`config.mk`:
```
export PLATFORM = sky130hd
export DESIGN_NAME = prog_loader
export DESIGN_NICKNAME = d
export VERILOG_FILES = /design/src/rtl/prog_loader_pkg.sv /design/src/rtl/loader_fifo.sv /design/src/rtl/prog_loader.sv
export SDC_FILE = /design/constraint.sdc
export NUM_CORES = 1
export LEC_CHECK = 0
export BUFFER_PORTS_ARGS = -buffer_cell sky130_fd_sc_hd__buf_2
export CAP_MARGIN = 20
export CORE_ASPECT_RATIO = 1.5
export CORE_MARGIN = 2
export CORE_UTILIZATION = 40
export DETAILED_ROUTE_END_ITERATION = 12
export PLACE_DENSITY = 0.67
export RECOVER_POWER = 50
export SYNTH_ARGS = -nofsm -noshare
export SYNTH_HDL_FRONTEND = slang
export SYNTH_SLANG_ARGS = --single-unit
```
`constraint.sdc`:
```
create_clock -name clk -period 3.7 [get_ports clk]
set_input_delay 0.74 -clock clk [delete_from_list [all_inputs] [get_ports clk]]
set_output_delay 0.74 -clock clk [all_outputs]
set_load 0.005 [all_outputs]
```
`src/rtl/prog_loader_pkg.sv`:
```
// prog_loader_pkg: shared types for the program image loader.
// Loader FSM states and the default first load address.
package prog_loader_pkg;

    typedef enum logic [2:0] {
        IDLE,
        LOAD,
        DRAIN,
        RELEASE,
        RUN
    } state_t;

    localparam logic [31:0] DEF_BASE_ADDR = 32'h0000_0020;

endpackage

```
`src/rtl/loader_fifo.sv`:
```
// loader_fifo: small synchronous write buffer for the program loader.
// Head comes straight from the storage registers; a push is visible next cycle.
module loader_fifo #(
    parameter int DATA_W = 16,
    parameter int DEPTH  = 4
) (
    input  logic                    clk,
    input  logic                    reset,
    input  logic                    clear,
    input  logic                    push,
    input  logic [DATA_W-1:0]       push_data,
    input  logic                    pop,
    output logic                    full,
    output logic                    empty,
    output logic [DATA_W-1:0]       head,
    output logic [$clog2(DEPTH):0]  count
);

    localparam int PW = $clog2(DEPTH);
    localparam logic [PW:0] PTR_ONE = (PW+1)'(1);
    localparam logic [PW:0] FULL_N  = (PW+1)'(DEPTH);

    logic [DATA_W-1:0] mem [DEPTH];
    logic [PW:0]       wr_ptr;
    logic [PW:0]       rd_ptr;
    logic              do_push;
    logic              do_pop;

    // Extra pointer bit separates full from empty
    assign count   = wr_ptr - rd_ptr;
    assign full    = count == FULL_N;
    assign empty   = wr_ptr == rd_ptr;
    assign do_push = push && !full;
    assign do_pop  = pop && !empty;
    assign head    = mem[rd_ptr[PW-1:0]];

    always_ff @(posedge clk) begin
        if (reset || clear) begin
            wr_ptr <= '0;
            rd_ptr <= '0;
        end else begin
            if (do_push) wr_ptr <= wr_ptr + PTR_ONE;
            if (do_pop)  rd_ptr <= rd_ptr + PTR_ONE;
        end
    end

    always_ff @(posedge clk) begin
        if (do_push) mem[wr_ptr[PW-1:0]] <= push_data;
    end

endmodule

```
`src/rtl/prog_loader.sv`:
```
// prog_loader: streams a program image into instruction memory, then releases cpu reset.
// Define PROG_LOADER_CHECKSUM_EN to treat the in_last word as a payload checksum.
module prog_loader
    import prog_loader_pkg::*;
#(
    parameter int                DATA_W     = 16,
    parameter int                ADDR_W     = 32,
    parameter logic [ADDR_W-1:0] BASE_ADDR  = ADDR_W'(DEF_BASE_ADDR),
    parameter int                MAX_WORDS  = 256,
    parameter int                FIFO_DEPTH = 4,
    parameter int                RESET_HOLD = 2
) (
    input  logic                           clk,
    input  logic                           reset,
    input  logic                           start,
    input  logic                           in_valid,
    input  logic [DATA_W-1:0]              in_data,
    input  logic                           in_last,
    output logic                           in_ready,
    output logic                           mem_we,
    output logic [ADDR_W-1:0]              mem_addr,
    output logic [DATA_W-1:0]              mem_wdata,
    input  logic                           mem_ready,
    output logic                           cpu_reset,
    output logic                           busy,
    output logic                           done,
    output logic [$clog2(MAX_WORDS+1)-1:0] word_count,
    output logic                           overflow_err,
    output logic                           chk_err
);

    localparam int WC_W = $clog2(MAX_WORDS+1);
    localparam int HC_W = $clog2(RESET_HOLD+1);
    localparam int FC_W = $clog2(FIFO_DEPTH)+1;
    localparam logic [WC_W-1:0]   WC_ONE    = WC_W'(1);
    localparam logic [HC_W-1:0]   HC_ONE    = HC_W'(1);
    localparam logic [HC_W-1:0]   HOLD_LAST = HC_W'(RESET_HOLD-1);
    localparam logic [FC_W-1:0]   FC_ONE    = FC_W'(1);
    localparam logic [ADDR_W-1:0] ADDR_ONE  = ADDR_W'(1);

    state_t            state;
    state_t            next;
    logic [WC_W-1:0]   in_count;
    logic [HC_W-1:0]   hold_cnt;
    logic              fifo_full;
    logic              fifo_empty;
    logic [DATA_W-1:0] fifo_head;
    logic [FC_W-1:0]   fifo_count;
    logic              load_start;
    logic              accept;
    logic              push;
    logic              pop;
    logic              to_drain;
    logic              ovf_set;
    logic              drained;

    assign load_start = start && (state == IDLE || state == RUN);
    assign in_ready   = state == LOAD && !fifo_full;
    assign accept     = in_valid && in_ready;
    assign mem_we     = (state == LOAD || state == DRAIN) && !fifo_empty;
    assign mem_wdata  = mem_we ? fifo_head : '0;
    assign pop        = mem_we && mem_ready;
    assign drained    = fifo_empty || (pop && fifo_count == FC_ONE);
    assign cpu_reset  = state != RUN;
    assign busy       = state == LOAD || state == DRAIN || state == RELEASE;

`ifdef PROG_LOADER_CHECKSUM_EN
    localparam logic [WC_W-1:0] CAP = WC_W'(MAX_WORDS);

    logic [DATA_W-1:0] sum;
    logic              chk_q;
    logic              chk_set;

    // A full payload may still be followed by its checksum word
    assign push     = accept && !in_last && in_count != CAP;
    assign to_drain = accept && (in_last || in_count == CAP);
    assign ovf_set  = accept && !in_last && in_count == CAP;
    assign chk_set  = accept && in_last && sum != in_data;
    assign chk_err  = chk_q;

    always_ff @(posedge clk) begin
        if (reset || load_start) begin
            sum   <= '0;
            chk_q <= 1'b0;
        end else begin
            if (push)    sum   <= sum + in_data;
            if (chk_set) chk_q <= 1'b1;
        end
    end
`else
    localparam logic [WC_W-1:0] CAP_M1 = WC_W'(MAX_WORDS-1);

    assign push     = accept;
    assign to_drain = accept && (in_last || in_count == CAP_M1);
    assign ovf_set  = accept && !in_last && in_count == CAP_M1;
    assign chk_err  = 1'b0;
`endif

    loader_fifo #(
        .DATA_W(DATA_W),
        .DEPTH (FIFO_DEPTH)
    ) u_fifo (
        .clk      (clk),
        .reset    (reset),
        .clear    (load_start),
        .push     (push),
        .push_data(in_data),
        .pop      (pop),
        .full     (fifo_full),
        .empty    (fifo_empty),
        .head     (fifo_head),
        .count    (fifo_count)
    );

    always_comb begin
        next = state;
        unique case (state)
            IDLE:    if (start) next = LOAD;
            LOAD:    if (to_drain) next = DRAIN;
            DRAIN:   if (drained) next = chk_err ? IDLE : RELEASE;
            RELEASE: if (hold_cnt == HOLD_LAST) next = RUN;
            RUN:     if (start) next = LOAD;
            default: next = IDLE;
        endcase
    end

    always_ff @(posedge clk) begin
        if (reset) begin
            state        <= IDLE;
            mem_addr     <= BASE_ADDR;
            word_count   <= '0;
            in_count     <= '0;
            overflow_err <= 1'b0;
            hold_cnt     <= '0;
            done         <= 1'b0;
        end else begin
            state    <= next;
            done     <= state == RELEASE && next == RUN;
            hold_cnt <= (state == RELEASE) ? hold_cnt + HC_ONE : '0;
            if (load_start) begin
                mem_addr     <= BASE_ADDR;
                word_count   <= '0;
                in_count     <= '0;
                overflow_err <= 1'b0;
            end else begin
                if (pop) begin
                    mem_addr   <= mem_addr + ADDR_ONE;
                    word_count <= word_count + WC_ONE;
                end
                if (push)    in_count     <= in_count + WC_ONE;
                if (ovf_set) overflow_err <= 1'b1;
            end
        end
    end

endmodule

```
After elaboration in Yosys (flattened, before gate mapping)
Memory sizes are Yosys's and may differ from the RTL's. A register that Yosys moved wholly into a read port is not among the register bits.
Index checks and enable logic that the tools add are counted.
Storage, ports and cells
  flip-flop bits (word level): 63
  memory bits (writable): 64
  bits of input ports: 22
  output and inout port bits: 64
  word-level logic and storage cells: 64
  memories: 1
Cells by class
  $add $sub $neg: 7
  eq/ne operators: 11
  multiplexer cells: 10
  bitwise logic cells: 1
  reductions and logical operators: 25
Memory list
  u_fifo.mem: words 4, bits a word 16, rd ports 1, clocked after Yosys merged registers in 1, write ports 1, line loader_fifo.sv:23  | logic [DATA_W-1:0] mem [DEPTH];
Operators with widths (count)
  32-bit by 1-bit adder with 32-bit output (second input constant): 1
  9-bit by 1-bit adder with 9-bit output (second input constant): 2
  16-bit 2-to-1 mux: 1
  1-bit logical AND: 12
  3-bit 2-to-1 mux: 4
  3-bit case mux with 4 select lines: 1
  3-bit == test (second input constant): 3
  9-bit by 8-bit == test with 1-bit output (second input constant): 1
  3-bit by 1-bit adder with 3-bit output (second input constant): 2
  3-bit by 1-bit == test with 1-bit output (second input constant): 2
  3-bit by 2-bit == test with 1-bit output (second input constant): 2
  1-bit logical OR: 6
  2-bit OR reduction: 3
  2-bit 2-to-1 mux: 2
  3-bit == test: 1
  1-bit logical NOT: 3
  3-bit logical NOT: 1
  3-bit inequality test (second input constant): 1
  3-bit subtractor: 1
  2-bit by 1-bit adder with 2-bit output (second input constant): 1
  2-bit by 1-bit == test with 1-bit output (second input constant): 1
  1-bit 2-to-1 mux: 2
  1-bit inverter: 1

Logic depth before layout (Yosys ltp)
Gate-level depths: netlist of the first run.
  word-level depth: 10
  gate-level depth with buffers: 9
  gate-level depth less buffers: 7

Modules after synthesis
Synthesis of the first run repeated with hierarchy kept, for this count alone.
Second synthesis, totals
  cells, all modules: 483
  area, all modules: 5680.4 um^2
By module, submodules not included
  prog_loader: times used 1, cells each 349, area each 2884.0 um^2, sequential area each 1141.1 um^2
  loader_fifo: times used 1, cells each 134, area each 2796.4 um^2, sequential area each 2082.0 um^2

Worst setup path after synthesis of the first run
OpenSTA, ideal clock, no wires.
  path type: reg2reg
  start point: reg u_fifo.wr_ptr[0]
  end point: mem u_fifo.mem[3][0], enable pin
  setup time: 0.389 ns
  arrival time: 2.313 ns
  data required time: 3.311 ns
  slack: 0.999 ns
  stages on the path, launching flop included: 8
  path buffers: 1
  period minus slack after synthesis: 2.701 ns
  path through: dfxtp_1 -> inv_1 -> ha_1 -> fa_1 -> xnor3_1 -> o21ai_1 -> buf_2 -> nor2_1
Between the ends
  word-level cells in the longest chain between the ends: 8
Ends and longest elaborated chain
  from (decl): line loader_fifo.sv:24  | logic [PW:0] wr_ptr;
  from (signal assigned): line loader_fifo.sv:42  | if (do_push) wr_ptr <= wr_ptr + PTR_ONE;
  3-bit subtractor: line loader_fifo.sv:30  | assign count = wr_ptr - rd_ptr;
  3-bit == test: line loader_fifo.sv:31  | assign full = count == FULL_N;
  1-bit logical NOT: line loader_fifo.sv:33, prog_loader.sv:58
  1-bit logical AND: line prog_loader.sv:58  | assign in_ready = state == LOAD && !fifo_full;
  1-bit logical AND: line prog_loader.sv:59  | assign accept = in_valid && in_ready;
  1-bit logical AND: line loader_fifo.sv:33  | assign do_push = push && !full;
  1-bit 2-to-1 mux: line loader_fifo.sv:48  | if (do_push) mem[wr_ptr[PW-1:0]] <= push_data;
  1-bit 2-to-1 mux (implied by the code): line loader_fifo.sv:48
  to (decl): line loader_fifo.sv:23
Several ways; a longest one is shown, not always the timed one.

Worst setup path in the final report of the first run
  start point: reg u_fifo.wr_ptr[0]
  end point: out mem_wdata[7]
Between the ends
  word-level cells in the longest chain between the ends: 4
Ends and longest elaborated chain
  3-bit == test: line loader_fifo.sv:32  | assign empty = wr_ptr == rd_ptr;
  1-bit logical NOT: line prog_loader.sv:60  | assign mem_we = (state == LOAD || state == DRAIN) && !fifo_empty;
  1-bit logical AND: line prog_loader.sv:60
  16-bit 2-to-1 mux: line prog_loader.sv:61  | assign mem_wdata = mem_we ? fifo_head : '0;
  to (decl): line prog_loader.sv:22  | output logic [DATA_W-1:0] mem_wdata,
No other way between the ends.

==> flow_summary_export.csv, run 1 <==
group,metric,value,unit
synth,yosysSeqAreaShare,56.0,%
timing,finalSetupViolations,0,
power,p_leak,2.31,nW
synth,yosysMostFrequentCell,"dfxtp_1",
floorplan,start_util,40.9,%
worst_setup_path,cp-startpoint,"u_fifo.wr_ptr[0]",
timing,fin_tns_setup,0,ps
global_routing,grt_pass1_wl,19.8,mm
layout,final_cells,779,
power,p_switching,0.000758,W
synth,synth_seq_cells,129,
worst_setup_path,endpoint_kind,"primary output",
worst_setup_path,timing.rr.start,"u_fifo.wr_ptr[0]",
synth,synth_nets,530,
global_routing,grt_usage,16.5,%
synth,synth_commonest_cells,"65 x dfxtp_1, 64 x edfxtp_1, 34 x nand2_1, 30 x or3_1, 29 x a21oi_1",
run_status,status,"completed",
clock_network,clockRootBuffer,"clkbuf_16",
synth,netlist.top_cell.by_area,"edfxtp_1",
worst_hold_path,hold_start,"hold_cnt[0]",
worst_hold_path,hold_class,"reg -> reg",
global_routing,grt_max_degree,42,
worst_setup_path,start_kind,"register",
placement,dp_hpwl,8.37,mm
layout,drive_gt1_share,17.9,%
placement,portBuffers,84,
clock_network,holdBufCountCts,0,
placement,placed_cell_area,6320,um2
routing,drtIter0Drc,189,
timing,fin_crit,3250,ps
floorplan,die_w,102,um
worst_setup_path,r2r-end,"mem_addr[24]",
power,power_switching_share,23.1,%
worst_setup_path,regToRegSetupSlack,840,ps
timing,hold_ws,421,ps
synth,async_flop_share,0,%
timing,tightest_slew,1420,ps
clock_network,ctsResizeCount,0,
floorplan,rows,53,
synth,synth_area,5750,um2
timing,hold_viol_final,0,
worst_setup_path,crit_end,"mem_wdata[7]",
run,drv_cap,0,
layout,diodes,0,
floorplan,ios,86,
power,power.density,480,nW/um2
worst_setup_path,rr_worst_depth,7,
global_routing,overflow,0,
floorplan,dieArea,15400,um2
power,p_int,0.00253,W
synth,ys.warnings.count,0,
clock_network,cts_tree,"built",
timing,rsz0062_at_grt,"false",
clock_network,clock_sinks,129,
synth,syn_inst,495,
timing,fin_skew,5.90,ps
layout,nets,609,
clock_network,cts_inserted_buffers,17,
global_routing,antenna_found_initial,0,
routing,avgRoutedWirePerCell,15.7,um
global_routing,grt_pass1_vias,4090,
clock_network,h-tree-depth,4,
synth,syn_avg_cell_area,11.6,um2
routing,vias,4248,
timing,max_freq,308,MHz
synth,synthTopCellsByArea,"edfxtp_1 33%, dfxtp_1 23%, mux4_2 6.3%, or3_1 3.3%, ha_1 2.6%",
worst_setup_path,path_class,"reg -> out",
synth,synth_xor_area_share,1.61,%
floorplan,die_h,151,um
layout,syn_to_final_growth,18.9,%
synth,synth_compound_area_share,10.1,%
synth,yosysUniqueCellTypes,54,
clock_network,postCtsSetupBuffers,0,
power,pwr-share-clk,47.3,%
routing,drt_wl_total,12.2,mm
timing,slew_headroom,5.34,%
power,power_frac_comb,5.7,%
layout,utilization,48.6,%
synth,synth_top_family_by_area,"simple AND/OR/NAND/NOR gates",
routing,drc,0,
clock_network,ctsLongestPathBuffers,2,
worst_setup_path,crit_required,2960,ps
timing,slew_viol_final,0,
layout,final_area,6840,um2
power,ir_drop,0.316,mV
clock_network,clock_latency,410,ps
clock_network,clk_pin_slew,50,ps
synth,synth.area.mux_share,7.85,%
routing,antenna_left,0,
synth,synthSimpleGateAreaFrac,17.8,%
placement,gp_congestion,0.840,
synth,yosysTopAreaCellShare,33.4,%
worst_setup_path,cp_max_fo,20,
floorplan,coreArea,14100,um2
synth,synth_ff_type,"dfxtp_1",
synth,synthAdderAreaFrac,2.96,%
worst_setup_path,cp.arrival,2510,ps
timing,fin_crit_sh,87.8,%
synth,synth_edf_count,64,
routing,vias_per_cell,5.45,
placement,post-place-cells,747,
routing,dr.pass1.iters,4,
power,seq_power_share,47.0,%
[cells in the final DEF (no fill, tap or decap), types with 2 or more instances in the layout]
master and n:
a21oi_1 29, and2_1 20, and4_1 9, buf_2 51, buf_4 5, clkbuf_1 35, clkbuf_16 17, clkinv_2 2
clkinv_4 4, dfxtp_1 65, edfxtp_1 64, ha_1 12, inv_1 19, inv_6 5, mux2i_1 8, mux4_2 16
nand2_1 34, nand3_1 21, nand3b_1 2, nand4_1 11, nor2_1 21, nor2b_1 2, nor3_1 3, nor4_1 8
o211ai_1 2, o21a_1 2, o21ai_0 17, o311ai_0 8, o31ai_1 9, o41ai_1 10, or3_1 30, or4_1 11
or4b_1 2, xnor2_1 3, xor2_1 5
[layout make-up]
type / count / area, um2
clock buffers: 18 / 429
clock inverters: 14 / 130
fillers: 1305 / 7220
inverters: 19 / 71.3
multi-input cells: 317 / 2320
flip-flops and latches: 129 / 3220
well taps: 192 / 240
repair buffers: 90 / 420
[power groups by stage]
stage | Sequential [W] | Clock, W | Combinational (W)
4_1_cts | 0.00154 | 0.00159 | 0.000194
6_report | 0.00154 | 0.00155 | 0.000188
3_5_place_dp | 0.00157 | 0 | 0.000194
5_1_grt | 0.00154 | 0.00166 | 0.000211
2_1_floorplan | 0.00156 | 0 | 0.000134
3_3_place_gp | 0.00157 | 0 | 0.000188
[registers in the layout, summed over array words and instances, names as in the netlist, named ones only]
name	flops
word_count	9
u_fifo.wr_ptr	3
hold_cnt	2
mem_addr	32
in_count	9
overflow_err	1
u_fifo.rd_ptr	3
u_fifo.mem	64
state	3
done	1
[layer usage]
layer | vias up | track usage, % | part of all wire [%]
met5 | - | 0 | 0
met4 | 0 | 6.40 | 1.3
met3 | 11 | 4.20 | 4.0
met2 | 97 | 28.0 | 52
met1 | 2079 | 19.8 | 42
li1 | 2061 | - | -
[worst min path at each step]
| stage | cells after the start | slack (ps) | endpoint |
|---|---|---|---|
| floorplan | 1 | 400 | hold_cnt[0] |
| CTS | 1 | 430 | hold_cnt[0] |
| finish | 1 | 420 | hold_cnt[0] |
| detailed placement | 1 | 420 | hold_cnt[0] |
| global placement | 1 | 410 | hold_cnt[0] |
| global route | 1 | 450 | hold_cnt[0] |
[kinds of logic after synthesis]
group	count (synthesis)
fa+ha+maj	13
xor+xnor	9
simple gates	181
compound gates	88
other cells	1
buf+inv	49
mux	25
flops	129
[worst max-delay path, cell delays in order, from the launching register on]
cell and delay [ps]:
dfxtp_1 380, inv_1 110, ha_1 320, and2_0 210
a211o_1 330, inv_1 430, and2_1 220, buf_2 110
[through the flow]
stage	total power, W	worst slack [ps]
final	0.00329	452
after global routing	0.00342	287
after CTS	0.00333	442
after detailed placement	0.00177	816
after global placement	0.00176	932
after floorplan	0.00170	999
Note: power is estimated with default switching activity, not from simulation.
==> inputs of run 2 (changes only) <==
--- a/config.mk
+++ b/config.mk
@@ -13,6 +13,7 @@
 export DETAILED_ROUTE_END_ITERATION = 12
 export PLACE_DENSITY = 0.67
 export RECOVER_POWER = 50
+export SKIP_LAST_GASP = 1
 export SYNTH_ARGS = -nofsm -noshare
 export SYNTH_HDL_FRONTEND = slang
 export SYNTH_SLANG_ARGS = --single-unit
==> constraint.sdc (replaced) <==
create_clock -name clk -period 3.5 [get_ports clk]
set_input_delay 0.7 -clock clk [delete_from_list [all_inputs] [get_ports clk]]
set_output_delay 0.7 -clock clk [all_outputs]
set_load 0.005 [all_outputs]
==> run 2 against run 1 <==
Effect of this change: worst hold slack improved by 5.1 ps; critical endpoint is now mem_wdata[13]; sequential cell count unchanged; count of clock-buffer cells in the layout decreased by 1; wire length increased by 3.8%; sequential power increased by 6%; clock power increased by 10%; utilization increased by 0.43 points; critical path depth unchanged; first-iteration DRC count decreased by 11%.
==> flow_summary_export.csv, run 2 (synthesis results as in run 1) <==
group,metric,value,unit
run_status,status,"completed",
clock_network,clockRootBuffer,"clkbuf_16",
global_routing,antenna_found_initial,0,
power,ir_drop,0.265,mV
worst_setup_path,crit_required,2800,ps
worst_setup_path,endpoint_kind,"primary output",
layout,fill_cells,1277,
timing,max_freq,307,MHz
worst_setup_path,cpMostUsedCell,"inv_1",
floorplan,coreArea,14100,um2
layout,diodes,0,
layout,largest_register_ffs,64,
clock_network,ctsLongestPathBuffers,2,
floorplan,rows,53,
clock_network,ctsResizeCount,0,
global_routing,grt_pass1_wl,20.2,mm
worst_setup_path,cp_slowest_cell,"inv_1",
worst_hold_path,holdPathStages,1,
timing,fin_crit_sh,93.2,%
worst_setup_path,cp.depth,7,
routing,avgRoutedWirePerCell,16.2,um
run,drv_cap,0,
timing,hold_viol_final,0,
floorplan,ios,86,
worst_setup_path,cp.arrival,2560,ps
routing,dr.pass1.iters,4,
layout,multi_input_area,2320,um2
timing,fin_crit,3260,ps
layout,regArea,3220,um2
clock_network,cts_inserted_buffers,17,
clock_network,cts_tree,"built",
placement,post-place-cells,752,
timing,fin_skew,8.74,ps
routing,drtIter0Drc,169,
routing,drt_wl_total,12.7,mm
timing,finalSetupViolations,0,
worst_setup_path,cp_cell_sequence,"inv_1 > ha_1 > and2_0 > a211o_1 > inv_1 > and2_1 > buf_2",
layout,final_cell_mix,"65 x dfxtp_1, 64 x edfxtp_1, 52 x buf_2",
worst_setup_path,rr_worst_depth,7,
worst_setup_path,start_kind,"register",
floorplan,start_util,40.9,%
power,power.density,513,nW/um2
timing,slew_viol_final,0,
worst_setup_path,path_class,"reg -> out",
worst_setup_path,cp_max_fo,20,
worst_hold_path,hold_class,"reg -> reg",
timing,fin_tns_setup,0,ps
routing,drc,0,
global_routing,grt_max_degree,37,
layout,layout_commonest_cell,"dfxtp_1",
floorplan,dieArea,15400,um2
layout,drive_gt1_share,19.1,%
clock_network,clk_pin_slew,60,ps
global_routing,grt_pass1_vias,4124,
global_routing,grt_usage,16.9,%
global_routing,overflow,0,
clock_network,h-tree-depth,4,
clock_network,holdBufCountCts,0,
layout,syn_to_final_growth,20.0,%
clock_network,postCtsSetupBuffers,0,
clock_network,clock_latency,410,ps
worst_setup_path,cp_slowest_stage_delay,460,ps
floorplan,die_h,151,um
routing,vias_per_cell,5.50,
floorplan,die_w,102,um
power,p_leak,2.36,nW
placement,gp_congestion,0.822,
placement,dp_hpwl,8.72,mm
timing,hold_ws,426,ps
layout,final_cells,784,
placement,portBuffers,84,
clock_network,clock_sinks,129,
worst_setup_path,crit_family,"buffers and inverters",
timing,slew_headroom,9.35,%
timing,tightest_slew,1360,ps
routing,vias,4311,
timing,rsz0062_at_grt,"false",
routing,antenna_left,0,
layout,nets,614,
worst_setup_path,crit_buf_inv,3,
run 2: changes by cell type in the layout (fill, tap and decap cells not counted), sizes merged:
cell,previous run,this run
clkbuf,52,50
bufinv,1,0
clkinv,7,1
buf,56,62
inv,24,32
run 2: worst paths after layout:
kind                        end        startpoint  slack [ps]
hold reg to reg     hold_cnt[0]       hold_cnt[0]         430
hold / removal      hold_cnt[0]       hold_cnt[0]         430
setup / recovery  mem_wdata[13]  u_fifo.wr_ptr[0]         240
setup reg to reg   mem_addr[12]  u_fifo.wr_ptr[0]         680
run 2: per-layer routing:
metal  track usage [%]  vias to the layer above  wire [um]
met4              6.13                        0        187
met2              29.3                      101       6710
met1              20.0                     2127       5190
met3              4.57                       12        623
li1                  -                     2071          -
met5                 0                        -          0
run 2: worst reg2reg max path, stage by stage, from the launching register on:
cell      delay (ps)
dfxtp_1          390
inv_1            110
ha_1             310
and2_0           210
a211o_1          330
clkbuf_1         540
or4_1            700
a21oi_1          160
run 2: cell type report:
type                       instances  area share [%]
clock buffer                      17            6.17
clock inverter                    15            2.25
inverter                          19            1.03
multi-input combinational        317            33.7
sequential                       129            46.7
tap                              192            3.48
timing repair buffer              95            6.66
run 2: through the flow:
step	instance area, um2	total power (W)	util, %	worst slack (ps)
floorplan	5750	0.00180	-	799
global placement	6360	0.00186	45.2	849
detailed placement	6360	0.00187	45.2	683
CTS	6940	0.00358	49.4	238
global route	6900	0.00367	49.1	64.7
finish	6900	0.00354	49.1	238
run 2: power by group:
part           switching, W  internal (W)  leakage, nW  total (W)
clock network      0.000748      0.000958        0.286    0.00171
logic              0.000126     0.0000765        0.967   0.000202
registers         0.0000196       0.00161         1.10    0.00163
